$ cat src/rtl/aoi_pkg.sv
// Shared constants and the per-lane OR/invert reduction for the AND-OR-INVERT pipeline.
package aoi_pkg;

  localparam logic AOI_MODE_AO    = 1'b0;
  localparam logic AOI_MODE_AOI   = 1'b1;
  localparam int   AOI_MAX_GROUPS = 32;

  // Unused upper bits of terms must be zero so they do not disturb the OR.
  function automatic logic aoi_reduce(input logic [AOI_MAX_GROUPS-1:0] terms,
                                      input logic                      mode);
    logic w_or;
    w_or = |terms;
    case (mode)
      AOI_MODE_AO:  return w_or;
      AOI_MODE_AOI: return ~w_or;
      default:      return w_or;
    endcase
  endfunction

endpackage

$ cat src/rtl/aoi_stage.sv
// One valid/ready register slice: loads only on an accepted beat, drops valid when
// it drains with no refill, so it runs at full rate while buffering one beat.
module aoi_stage #(
  parameter int DW = 8
) (
  input  logic          clk,
  input  logic          rst_n,
  input  logic          in_valid,
  output logic          in_ready,
  input  logic [DW-1:0] in_data,
  output logic          out_valid,
  input  logic          out_ready,
  output logic [DW-1:0] out_data
);

  logic          r_valid;
  logic [DW-1:0] r_data;
  logic          w_load;

  assign in_ready  = ~r_valid | out_ready;
  assign w_load    = in_valid & in_ready;
  assign out_valid = r_valid;
  assign out_data  = r_data;

  // Slice register: refill on load, otherwise empty once the consumer takes the beat.
  always_ff @(posedge clk or negedge rst_n) begin
    if (!rst_n) begin
      r_valid <= 1'b0;
      r_data  <= '0;
    end else if (w_load) begin
      r_valid <= 1'b1;
      r_data  <= in_data;
    end else if (out_ready) begin
      r_valid <= 1'b0;
    end else begin
      r_valid <= r_valid;
    end
  end

endmodule

$ cat src/rtl/aoi_pipe.sv
// Two-stage pipelined AND-OR-INVERT unit (GROUPS <= 32). Defining AOI_PIPE_STATS_EN adds
// the CNT_W parameter and a saturating output-transfer counter on stat_cnt.
module aoi_pipe
  import aoi_pkg::*;
#(
  parameter int WIDTH  = 8,
  parameter int GROUPS = 2
`ifdef AOI_PIPE_STATS_EN
  , parameter int CNT_W = 16
`endif
) (
  input  logic                    clk,
  input  logic                    rst_n,
  input  logic                    in_valid,
  output logic                    in_ready,
  input  logic [GROUPS*WIDTH-1:0] in_a,
  input  logic [GROUPS*WIDTH-1:0] in_b,
  input  logic                    in_mode,
  output logic                    out_valid,
  input  logic                    out_ready,
  output logic [GROUPS*WIDTH-1:0] out_terms,
  output logic [WIDTH-1:0]        out_y
`ifdef AOI_PIPE_STATS_EN
  , output logic [CNT_W-1:0]      stat_cnt
`endif
);

  localparam int TW = GROUPS * WIDTH;

  logic                      w_s1_valid;
  logic                      w_s2_ready;
  logic [TW:0]               w_s1_data;
  logic [TW-1:0]             w_s1_terms;
  logic                      w_s1_mode;
  logic [WIDTH-1:0]          w_s2_in_y;
  logic [WIDTH+TW-1:0]       w_s2_data;
  logic [AOI_MAX_GROUPS-1:0] w_col;

  assign w_s1_mode  = w_s1_data[TW];
  assign w_s1_terms = w_s1_data[TW-1:0];

  aoi_stage #(.DW(TW + 1)) u_s1 (
    .clk       (clk),
    .rst_n     (rst_n),
    .in_valid  (in_valid),
    .in_ready  (in_ready),
    .in_data   ({in_mode, in_a & in_b}),
    .out_valid (w_s1_valid),
    .out_ready (w_s2_ready),
    .out_data  (w_s1_data)
  );

  // Per-lane column of AND terms across groups, reduced with the beat's own mode.
  always_comb begin
    w_s2_in_y = '0;
    w_col     = '0;
    for (int l = 0; l < WIDTH; l++) begin
      w_col = '0;
      for (int g = 0; g < GROUPS; g++) begin
        w_col[g] = w_s1_terms[g*WIDTH + l];
      end
      w_s2_in_y[l] = aoi_reduce(w_col, w_s1_mode);
    end
  end

  aoi_stage #(.DW(WIDTH + TW)) u_s2 (
    .clk       (clk),
    .rst_n     (rst_n),
    .in_valid  (w_s1_valid),
    .in_ready  (w_s2_ready),
    .in_data   ({w_s2_in_y, w_s1_terms}),
    .out_valid (out_valid),
    .out_ready (out_ready),
    .out_data  (w_s2_data)
  );

  assign out_terms = w_s2_data[TW-1:0];
  assign out_y     = w_s2_data[WIDTH+TW-1:TW];

`ifdef AOI_PIPE_STATS_EN
  logic [CNT_W-1:0] r_cnt;

  // Output-transfer counter; sticks at all-ones until reset.
  always_ff @(posedge clk or negedge rst_n) begin
    if (!rst_n) begin
      r_cnt <= '0;
    end else if (out_valid && out_ready && (r_cnt != '1)) begin
      r_cnt <= r_cnt + CNT_W'(1);
    end else begin
      r_cnt <= r_cnt;
    end
  end

  assign stat_cnt = r_cnt;
`endif

endmodule

$ cat config.mk
export PLATFORM = sky130hd
export DESIGN_NAME = aoi_pipe
export DESIGN_NICKNAME = d
export VERILOG_FILES = /design/src/rtl/aoi_pkg.sv /design/src/rtl/aoi_stage.sv /design/src/rtl/aoi_pipe.sv
export SDC_FILE = /design/constraint.sdc
export NUM_CORES = 1
export LEC_CHECK = 0
export ABC_AREA = 1
export ABC_CLOCK_PERIOD_IN_PS = 2340
export BUFFER_PORTS_ARGS = -buffer_cell sky130_fd_sc_hd__buf_2
export CORE_MARGIN = 4
export CORE_UTILIZATION = 53
export CTS_CLUSTER_SIZE = 40
export DETAILED_ROUTE_END_ITERATION = 7
export HOLD_SLACK_MARGIN = 0.03
export PLACE_DENSITY = 0.83
export SKIP_CTS_REPAIR_TIMING = 1
export SYNTH_ARGS = -nofsm -noshare
export SYNTH_HDL_FRONTEND = slang
export SYNTH_SLANG_ARGS = --single-unit
$ cat constraint.sdc
create_clock -name clk -period 2.34 [get_ports clk]
set_input_delay 0.117 -clock clk [delete_from_list [all_inputs] [get_ports clk]]
set_output_delay 0.117 -clock clk [all_outputs]
set_load 0.02 [all_outputs]
Word level (Yosys, flattened, before mapping)
Cells that the tools add are included.

storage, ports and cells
  register bits after elaboration = 43
  latch bits = 0
  RAM bits = 0
  bits in read-only memories = 0
  input bits = 37
  word-level logic and storage cells = 42
  memories = 0

operators by class
  $add $sub $neg = 0
  multipliers = 0
  div/mod/pow operators = 0
  $lt $le $gt $ge = 0
  equal/unequal tests = 0
  shifts and indexed selects = 0
  muxes and demuxes = 12
  bitwise gates (word level) = 16
  reductions and logical operators = 10

operators with widths
  kind                number
  $and A16 B16 Y16    1
  $pmux W1 S2         8
  $reduce_or A2 Y1    8
  $not A1 Y1          11
  $mux W1             4
  $reduce_bool A2 Y1  2
  $and A1 B1 Y1       2
  $or A1 B1 Y1        2

Longest topological paths before layout
Gate-level depths: netlist of run 1.

  depth in word-level cells = 5
  depth in mapped cells = 7
  mapped depth without buffers = 6

Cells and area by module
From an unflattened synthesis of run 1, not the netlist that was laid out.

unflattened totals
  cells, all modules = 252
  area total of the unflattened synthesis = 2172.1 um^2

by module, submodules not included
  module             times used  cells each  area each (um^2)  seq. area each (um^2)
  aoi_stage at u_s2  1           108         1093.5            625.6
  aoi_stage at u_s1  1           78          755.7             450.4
  aoi_pipe           1           66          322.8             0.0

Worst setup path after synthesis of run 1
No wires, ideal clock.

  path kind = register -> register
  from = register u_s2.r_valid (netlist: u_s2.out_valid)
  to = register u_s2.r_data[16] (netlist: u_s2.out_data[16])
  setup time = 0.118 ns
  arrival time = 1.000 ns
  required time = 2.222 ns
  slack = 1.222 ns
  cell stages (with the launch flop) = 7
  clock period less this slack = 1.118 ns
  path through = dfrtp_1 nand2_1 nand2_2 buf_6 buf_6 nand2_1 nand2_1

between the ends
  word-level cells in the longest chain between the ends = 3

ends and longest elaborated chain
  what                    RTL line         text
  start, declared         aoi_stage.sv:16  logic r_valid;
  start signal, assigned  aoi_stage.sv:36  r_valid <= r_valid;
  $not A1 Y1              aoi_stage.sv:20  assign in_ready = ~r_valid | out_ready;
  $or A1 B1 Y1            aoi_stage.sv:20
  $and A1 B1 Y1           aoi_stage.sv:21  assign w_load = in_valid & in_ready;
  end signal, assigned    aoi_stage.sv:32  r_data <= in_data;
  end, declared           aoi_stage.sv:17  logic [DW-1:0] r_data;

Every way passes these cells.
A chain may end at the register's enable or synchronous reset.

Worst setup path in the final report of run 1
  from = register u_s2.r_valid (netlist: u_s2.out_valid)
  to = output in_ready

between the ends
  word-level cells in the longest chain between the ends = 3

ends and longest elaborated chain
  what                        RTL line         text
  $not A1 Y1                  aoi_stage.sv:20
  $or A1 B1 Y1 (2 in series)  aoi_stage.sv:20
  end, declared               aoi_pipe.sv:15   output logic in_ready,

Every way passes these cells.

==> run metrics, run 1 <==
yosys warns=0; Final min period=1450 ps; Max Slew Vio Count=0; Distinct cells, synth=13; Finish-stage setup viols=0; most frequent cells in the layout=nand2_1 (106), buf_2 (62), dfrtp_1 (43); GRT met1 Usage=26.0%; Buf/Inv on CP=1; IO Pins=63; worst hold path class=input port to flip-flop; Crit path max-delay family=flip-flops; Num CTS Buffers=5; Worst-Margin Slew=894 ps; Worst EP required=2220 ps; Worst VDD drop=342 µV; CTS root buf=clkbuf_4; post-route insts no fill=334; share of layout cells above drive strength 1=25.3%; CTS Sinks=43; Max stage delay cell, worst path=dfrtp_1; CP startpoint kind=flip-flop; drt total wl=3820 µm; Die ar.=0.00464 mm²; CP Max Fanout=20; WHS Path Cells=4; Design Power=1.93 mW; slew margin rel.=40.4%; number of global-route vias before repair=1,433; DR vias/cell=4.76; met3 usage=3.45%; grt met2 use=27.4%; synthesized area per cell=8.48 µm²; Cell Pwr Density=843 mW/mm²; gr busiest metal=met2; post-route cell area=0.00229 mm²; critical-path cell list=nand3_2, buf_2; Initial Util=56.1%; global-route wire length before repair=6350 µm; Die Y=68.1 µm; Worst R2R Setup Slack=1020 ps; Tcrit/Tclk final=61.8%; CP arrival=1330 ps; post-route ant nets=0; Layout area overhead=19.3%; first drt pass iteration count=4; RSZ-0062 raised after global routing=no; largest net degree at the start of global routing=44; nets@finish=325; Skew-Pair Late Insertion Delay=330 ps; gr ovfl total=0; Seq/Total Area, Yosys=56.2%; mean routed wirelength per cell=11.4 µm; Placer Congestion=0.746; worst r2r path cells=4; CTS tree=done; MaxCap Viol Count=0; post-detail-place hpwl=2830 µm; clock-pin slew on the worst setup and hold paths=110 ps; Setup TNS=0 ps; most common cell after layout, fill and taps aside=nand2_1; Critical R2R Capture=u_s1.out_data[1]; # rows=21; status=finished, final reports clean; P_leak=1.30 nW; clk_skew=10.7 ps; Total GRT Usage=18.3%; clock buffer depth=2; Peak Freq=0.691 GHz; HP Start=in_b[13]; crit end category=output port; #FFs+latches synth=43; DR vias=1,590; antenna cells=0; port buffer count=62; Core Footprint=0.00342 mm²; H-tree depth=2; DRT iter0 DRCs=80; final hold violation count=0; WHS Endpoint=u_s1.out_data[13]; Mapped Cells=226; Post-DP Area=0.00221 mm²; synthesized area=0.00192 mm²; Syn Nets=263; cell total after placement=325; CP max stage delay=390 ps; chip width=68.1 µm; # DRC=0; kind of critical path=flip-flop to output port; reg2reg start=u_s2.out_valid; initial antenna violation count=0
[flip-flops by register name, summed over array words and instances (netlist names)]
| signal | cells |
|---|---|
| u_s1.out_valid | 1 |
| u_s2.out_data | 24 |
| u_s2.out_valid | 1 |
| u_s1.out_data | 17 |
[report_power, final]
part / total, mW / switching [mW] / leakage [nW] / internal (mW)
clock network: 0.350 / 0.210 / 0.0341 / 0.139
registers: 0.987 / 0.0933 / 0.554 / 0.894
logic: 0.590 / 0.389 / 0.710 / 0.201
total: 1.93 / 0.692 / 1.30 / 1.23
[cells by family after synthesis]
logic type	count (synthesis)	share of synthesized area (%)
AO/OA/AOI/OAI	22	5.75
buffers and inverters	27	7.58
flip-flops	43	56.2
AND/OR/NAND/NOR	134	30.5
[cell usage after synthesis]
| master | count | area share, % |
|---|---|---|
| clkbuf_2 | 1 | 0.26 |
| nand3b_1 | 16 | 6.3 |
| nand3_2 | 1 | 0.52 |
| nand2_1 | 106 | 21 |
| nand2_2 | 2 | 0.65 |
| clkinv_1 | 1 | 0.20 |
| dfrtp_1 | 43 | 56 |
| buf_2 | 4 | 1.0 |
| o21ai_0 | 22 | 5.7 |
| nand3_1 | 8 | 2.1 |
| nor2_1 | 1 | 0.20 |
| buf_6 | 5 | 2.9 |
| inv_1 | 16 | 3.1 |
[stage by stage]
stage	util [%]	setup slack, ps	hold slack [ps]
2_1_floorplan	-	1220	-179
3_3_place_gp	64.7	1080	301
3_5_place_dp	64.7	1020	299
4_1_cts	66.3	868	-77.7
5_1_grt	66.9	755	74.4
6_report	66.9	894	74.2
[final cells by class]
type | count | area (µm²)
inverters | 17 | 63.8
multi-input cells | 156 | 694
fillers | 306 | 1130
repair buffers | 65 | 338
well taps | 46 | 57.6
clock buffers | 6 | 51.3
clock inverters | 1 | 5.00
flip-flops and latches | 43 | 1080
[layer usage]
layer / wire length (µm) / up-vias / part of all wire [%]
met5: 0 / - / 0
li1: - / 827 / -
met4: 53 / 0 / 1.4
met3: 256 / 7 / 6.7
met1: 1860 / 704 / 49
met2: 1650 / 52 / 43
[worst min-delay path, delay by kind of cell]
kind / cells / cell delay (ps)
and+or+nand+nor: 3 / 180
buffers and inverters: 1 / 90
[worst max-delay path by stage]
stage                    from           endpoint  cells past startpoint
2_1_floorplan  u_s2.out_valid  u_s2.out_data[16]                      6
3_3_place_gp   u_s1.out_valid  u_s1.out_data[13]                      4
3_5_place_dp   u_s2.out_valid   u_s1.out_data[1]                      4
4_1_cts        u_s2.out_valid           in_ready                      2
5_1_grt        u_s2.out_valid           in_ready                      2
6_report       u_s2.out_valid           in_ready                      2
(Power assumes the default switching activity.)
==> run 2, diff against run 1 <==
--- a/config.mk
+++ b/config.mk
@@ -6,14 +6,14 @@
 export NUM_CORES = 1
 export LEC_CHECK = 0
 export ABC_AREA = 1
-export ABC_CLOCK_PERIOD_IN_PS = 2340
+export ABC_CLOCK_PERIOD_IN_PS = 1300
 export BUFFER_PORTS_ARGS = -buffer_cell sky130_fd_sc_hd__buf_2
 export CORE_MARGIN = 4
-export CORE_UTILIZATION = 53
+export CORE_UTILIZATION = 45
 export CTS_CLUSTER_SIZE = 40
 export DETAILED_ROUTE_END_ITERATION = 7
 export HOLD_SLACK_MARGIN = 0.03
-export PLACE_DENSITY = 0.83
+export PLACE_DENSITY = 0.75
 export SKIP_CTS_REPAIR_TIMING = 1
 export SYNTH_ARGS = -nofsm -noshare
 export SYNTH_HDL_FRONTEND = slang
==> constraint.sdc (replaced) <==
create_clock -name clk -period 1.3 [get_ports clk]
set_input_delay 0.065 -clock clk [delete_from_list [all_inputs] [get_ports clk]]
set_output_delay 0.065 -clock clk [all_outputs]
set_load 0.02 [all_outputs]
==> run metrics, run 2 (synthesized netlist as in run 1, its figures left out) <==
Die ar.=0.00536 mm² (was 0.00464 mm²); post-route ant nets=0 (unchanged); DR vias/cell=4.72 (was 4.76); CP Max Fanout=7 (was 20); CTS root buf=clkbuf_8 (was clkbuf_4); CTS tree=done (unchanged); Util after Layout=58.9% (was 66.9%); post-route cell area=0.00239 mm² (was 0.00229 mm²); CP arrival=1170 ps (was 1330 ps); # rows=23 (was 21); nets@finish=329 (was 325); clock-pin slew on the worst setup and hold paths=70 ps (was 110 ps); chip width=73.2 µm (was 68.1 µm); largest net degree at the start of global routing=34 (was 44); Core Footprint=0.00406 mm² (was 0.00342 mm²); crit end category=output port (unchanged); Die Y=73.2 µm (was 68.1 µm); Cell Pwr Density=1600 mW/mm² (was 843 mW/mm²); mean routed wirelength per cell=11.7 µm (was 11.4 µm); most common cell after layout, fill and taps aside=nand2_1 (unchanged); Max Slew Vio Count=0 (unchanged); Tcrit/Tclk final=95.0%; clk_skew=8.37 ps (was 10.7 ps); Worst VDD drop=533 µV (was 342 µV); # fillers=360 (was 306); DR vias=1,619 (was 1,590); final hold violation count=0 (unchanged); port buffer count=62 (unchanged); CP startpoint kind=flip-flop (unchanged); antenna cells=0 (unchanged); CTS Sinks=43 (unchanged); Setup WS pre-CTS=76.9 ps (was 1020 ps); number of global-route vias before repair=1,476 (was 1,433); Total GRT Usage=16.2% (was 18.3%); setup ws final=65.6 ps (was 894 ps); drt total wl=4030 µm (was 3820 µm); kind of critical path=flip-flop to output port (unchanged); clock buffer depth=2 (unchanged); H-tree depth=2 (unchanged); # DRC=0 (unchanged); global-route wire length before repair=6690 µm (was 6350 µm); DRT iter0 DRCs=158 (was 80); Finish-stage setup viols=0 (unchanged); IO Pins=63 (unchanged); post-detail-place hpwl=3110 µm (was 2830 µm); Design Power=3.81 mW (was 1.93 mW); Skew-Pair Late Insertion Delay=290 ps (was 330 ps); Peak Freq=0.810 GHz; Min Hold Slack=27.1 ps (was 74.2 ps); Final min period=1230 ps; worst hold path class=input port to flip-flop (unchanged); Largest register FFs=24 (unchanged); gr ovfl total=0 (unchanged); Worst-Margin Slew=357 ps (was 894 ps); Initial Util=47.2% (was 56.1%); first drt pass iteration count=4 (unchanged); initial antenna violation count=0 (unchanged); P_leak=1.34 nW (was 1.30 nW); Placer Congestion=0.749 (was 0.746); Num CTS Buffers=5 (unchanged); Post-DP Area=0.00226 mm² (was 0.00221 mm²); share of layout cells above drive strength 1=27.0% (was 25.3%); status=finished, final reports clean (unchanged); Worst EP required=1240 ps (was 2220 ps); slew margin rel.=76.2% (was 40.4%); most frequent cells in the layout=nand2_1 (106), buf_2 (61), dfrtp_1 (43) (was nand2_1 (106), buf_2 (62), dfrtp_1 (43)); MaxCap Viol Count=0 (unchanged); Layout area overhead=24.7% (was 19.3%)
-- run 2: final timing paths --
kind / endpoint / cells past startpoint / startpoint / slack, ps
worst max-delay path: in_ready / 3 / u_s2.out_valid / 70
worst min-delay path: u_s1.out_data[16] / 3 / in_mode / 30
worst max register to register: u_s2.out_data[22] / 5 / u_s2.out_valid / 90
worst min register to register: u_s2.out_data[18] / 2 / u_s2.out_data[18] / 480
max in group asynchronous: u_s2.out_data[12] / 3 / rst_n / 530
min in group asynchronous: u_s2.out_data[8] / 2 / rst_n / 210
-- run 2: area by class of cell --
class	instances	area, µm²	area share [%]
Inverter	17	67.6	2.83
Tap cell	50	62.6	2.62
Multi-Input combinational cell	156	702	29.4
Clock buffer	8	100	4.19
Timing Repair inverter	1	7.51	0.314
Sequential cell	43	1080	45.0
Timing Repair Buffer	68	373	15.6
-- run 2: where the power goes --
group / internal, mW / switching (mW) / total, mW
Combinational: 0.392 / 0.715 / 1.11
Sequential: 1.61 / 0.183 / 1.79
Clock: 0.485 / 0.424 / 0.909
Total: 2.49 / 1.32 / 3.81
-- run 2: through the flow --
stage	setup TNS (ps)	cells
floorplan	0	226
global placement	0	333
detailed placement	0	333
CTS	0	341
global route	-1.08	343
finish	0	343
-- run 2: worst max-delay path, cell delays in order (launching register included) --
cell and delay, ps:
dfrtp_1 410, nand3_4 130, buf_4 180, buf_4 150
-- run 2: routing by layer --
metal / global-route usage (%) / wire (µm) / vias to the layer above
met4: 7.58 / 79 / 0
met1: 23.0 / 1910 / 719
li1: - / - / 836
met2: 23.7 / 1740 / 57
met5: 0 / 0 / -
met3: 3.17 / 304 / 7
==> run 3, diff against run 2 <==
--- a/config.mk
+++ b/config.mk
@@ -6,15 +6,17 @@
 export NUM_CORES = 1
 export LEC_CHECK = 0
 export ABC_AREA = 1
-export ABC_CLOCK_PERIOD_IN_PS = 1300
+export ABC_CLOCK_PERIOD_IN_PS = 1480
 export BUFFER_PORTS_ARGS = -buffer_cell sky130_fd_sc_hd__buf_2
+export CAP_MARGIN = 20
 export CORE_MARGIN = 4
-export CORE_UTILIZATION = 45
+export CORE_UTILIZATION = 53
 export CTS_CLUSTER_SIZE = 40
 export DETAILED_ROUTE_END_ITERATION = 7
 export HOLD_SLACK_MARGIN = 0.03
-export PLACE_DENSITY = 0.75
+export PLACE_DENSITY = 0.83
 export SKIP_CTS_REPAIR_TIMING = 1
+export SLEW_MARGIN = 25
 export SYNTH_ARGS = -nofsm -noshare
 export SYNTH_HDL_FRONTEND = slang
 export SYNTH_SLANG_ARGS = --single-unit
==> constraint.sdc (replaced) <==
create_clock -name clk -period 1.48 [get_ports clk]
set_input_delay 0.074 -clock clk [delete_from_list [all_inputs] [get_ports clk]]
set_output_delay 0.074 -clock clk [all_outputs]
set_load 0.02 [all_outputs]
==> run metrics, run 3 (synthesized netlist as in run 1, its figures left out) <==
met3 usage=4.60% (was 3.17%); mean routed wirelength per cell=11.7 µm (about the same); most common cell after layout, fill and taps aside=nand2_1 (unchanged); Die ar.=0.00464 mm² (was 0.00536 mm²); grt met2 use=30.3% (was 23.7%); Min Hold Slack=19.6 ps (was 27.1 ps); DR vias/cell=4.82 (was 4.72); P_int=2.04 mW (was 2.49 mW); H-tree depth=2 (unchanged); Largest register FFs=24 (unchanged); CP max stage delay=420 ps (was 410 ps); crit end category=output port (unchanged); Worst EP required=1410 ps (was 1240 ps); chip width=68.1 µm (was 73.2 µm); Total GRT Usage=19.1% (was 16.2%); switching share of power=35.6% (was 34.7%); Core Footprint=0.00342 mm² (was 0.00406 mm²); Tcrit/Tclk final=94.0%; Setup TNS=0 ps (unchanged); post-route insts no fill=342 (was 343); most frequent cells in the layout=nand2_1 (106), buf_2 (62), dfrtp_1 (43) (was nand2_1 (106), buf_2 (61), dfrtp_1 (43)); CTS tree=done (unchanged); DRT iter0 DRCs=86 (was 158); Crit path max-delay family=flip-flops (unchanged); Num CTS Buffers=5 (unchanged); MaxCap Viol Count=0 (unchanged); Final min period=1390 ps; CP Max Fanout=16 (was 7); final hold violation count=0 (unchanged); Max stage delay cell, worst path=dfrtp_1 (unchanged); clock buffer depth=2 (unchanged); Buf/Inv on CP=2 (unchanged); cell total after placement=329 (was 333); Finish-stage setup viols=0 (unchanged); Placer Congestion=0.765 (was 0.749); Cell Pwr Density=1330 mW/mm² (was 1600 mW/mm²); IO Pins=63 (unchanged); Util after Layout=69.5% (was 58.9%); drt total wl=4000 µm (was 4030 µm); CTS Sinks=43 (unchanged); share of layout cells above drive strength 1=26.4% (was 27.0%); Sw Pwr=1.13 mW (was 1.32 mW); Seq pwr share=49.6% (was 47.1%); Max Slew Vio Count=0 (unchanged); Die Y=68.1 µm (was 73.2 µm); gr busiest metal=met2 (unchanged); RSZ-0062 raised after global routing=no; GRT met1 Usage=25.3% (was 23.0%); critical-path cell list=nand3_2, buf_4, buf_2 (was nand3_4, buf_4, buf_4); Clock power frac=19.9% (was 23.8%); DR vias=1,648 (was 1,619); worst hold path class=input port to flip-flop (unchanged); Layout area overhead=24.0% (was 24.7%); post-detail-place hpwl=3010 µm (was 3110 µm); P_leak=1.34 nW (about the same); nets@finish=332 (was 329); # fillers=305 (was 360); Initial Util=56.1% (was 47.2%); gr ovfl total=0 (unchanged); antenna cells=0 (unchanged); Skew-Pair Late Insertion Delay=340 ps (was 290 ps); first drt pass iteration count=4 (unchanged); Peak Freq=0.719 GHz; largest net degree at the start of global routing=29 (was 34); CTS root buf=clkbuf_4 (was clkbuf_8); Comb power frac=30.4% (was 29.1%); # DRC=0 (unchanged); status=finished, final reports clean (unchanged); kind of critical path=flip-flop to output port (unchanged); global-route wire length before repair=6570 µm (was 6690 µm); clk_skew=6.97 ps (was 8.37 ps); slew margin rel.=59.7% (was 76.2%); port buffer count=62 (unchanged); CP startpoint kind=flip-flop (unchanged); post-route ant nets=0 (unchanged); Worst-Margin Slew=605 ps (was 357 ps); # rows=21 (was 23); Worst VDD drop=546 µV (was 533 µV); clock-pin slew on the worst setup and hold paths=120 ps (was 70 ps); CP arrival=1320 ps (was 1170 ps); initial antenna violation count=0 (unchanged); number of global-route vias before repair=1,514 (was 1,476)
==> run 3: tightest hold or removal path: stages <==
cell      delay (ps)
buf_2             90
nand2_1           40
nand3b_1          90
nand2_1           50
==> run 3: area by class of cell <==
type	instances	area, µm²	area share (%)
flip-flops and latches	43	1080	45.3
multi-input cells	156	694	29.2
repair buffers	72	410	17.3
clock buffers	8	68.8	2.90
inverters	17	67.6	2.85
well taps	46	57.6	2.42
==> run 3: per-stage QoR <==
stage	instance area [µm²]	setup slack, ps	total power, mW
2_1_floorplan	1920	362	2.20
3_3_place_gp	2250	213	2.52
4_1_cts	2320	82.8	3.17
5_1_grt	2370	13.3	3.38
3_5_place_dp	2250	116	2.55
6_report	2370	88.2	3.16
==> run 3: power by group through the flow <==
stage                     logic (mW)  clock network, mW  registers [mW]
after floorplan                0.405                  0            1.79
after global placement         0.940                  0            1.58
after detailed placement       0.962                  0            1.59
after CTS                      0.965              0.634            1.57
after global routing            1.09              0.688            1.60
final                          0.963              0.631            1.57
==> run 3: path summary, 6_finish.rpt <==
check,cells past startpoint,slack (ps),endpoint,from
setup / recovery,3,90,in_ready,u_s2.out_valid
hold / removal,4,20,u_s1.out_data[14],in_b[14]
setup reg to reg,5,170,u_s2.out_data[19],u_s2.out_valid
hold reg to reg,2,490,u_s2.out_data[20],u_s2.out_data[20]
max in group asynchronous,3,650,u_s2.out_data[16],rst_n
min in group asynchronous,2,260,u_s1.out_data[6],rst_n
==> run 3: layer usage <==
metal	share of wire (%)	vias up
li1	-	847
met1	44	731
met2	46	65
met3	8.6	5
met4	1.3	0
met5	0	-
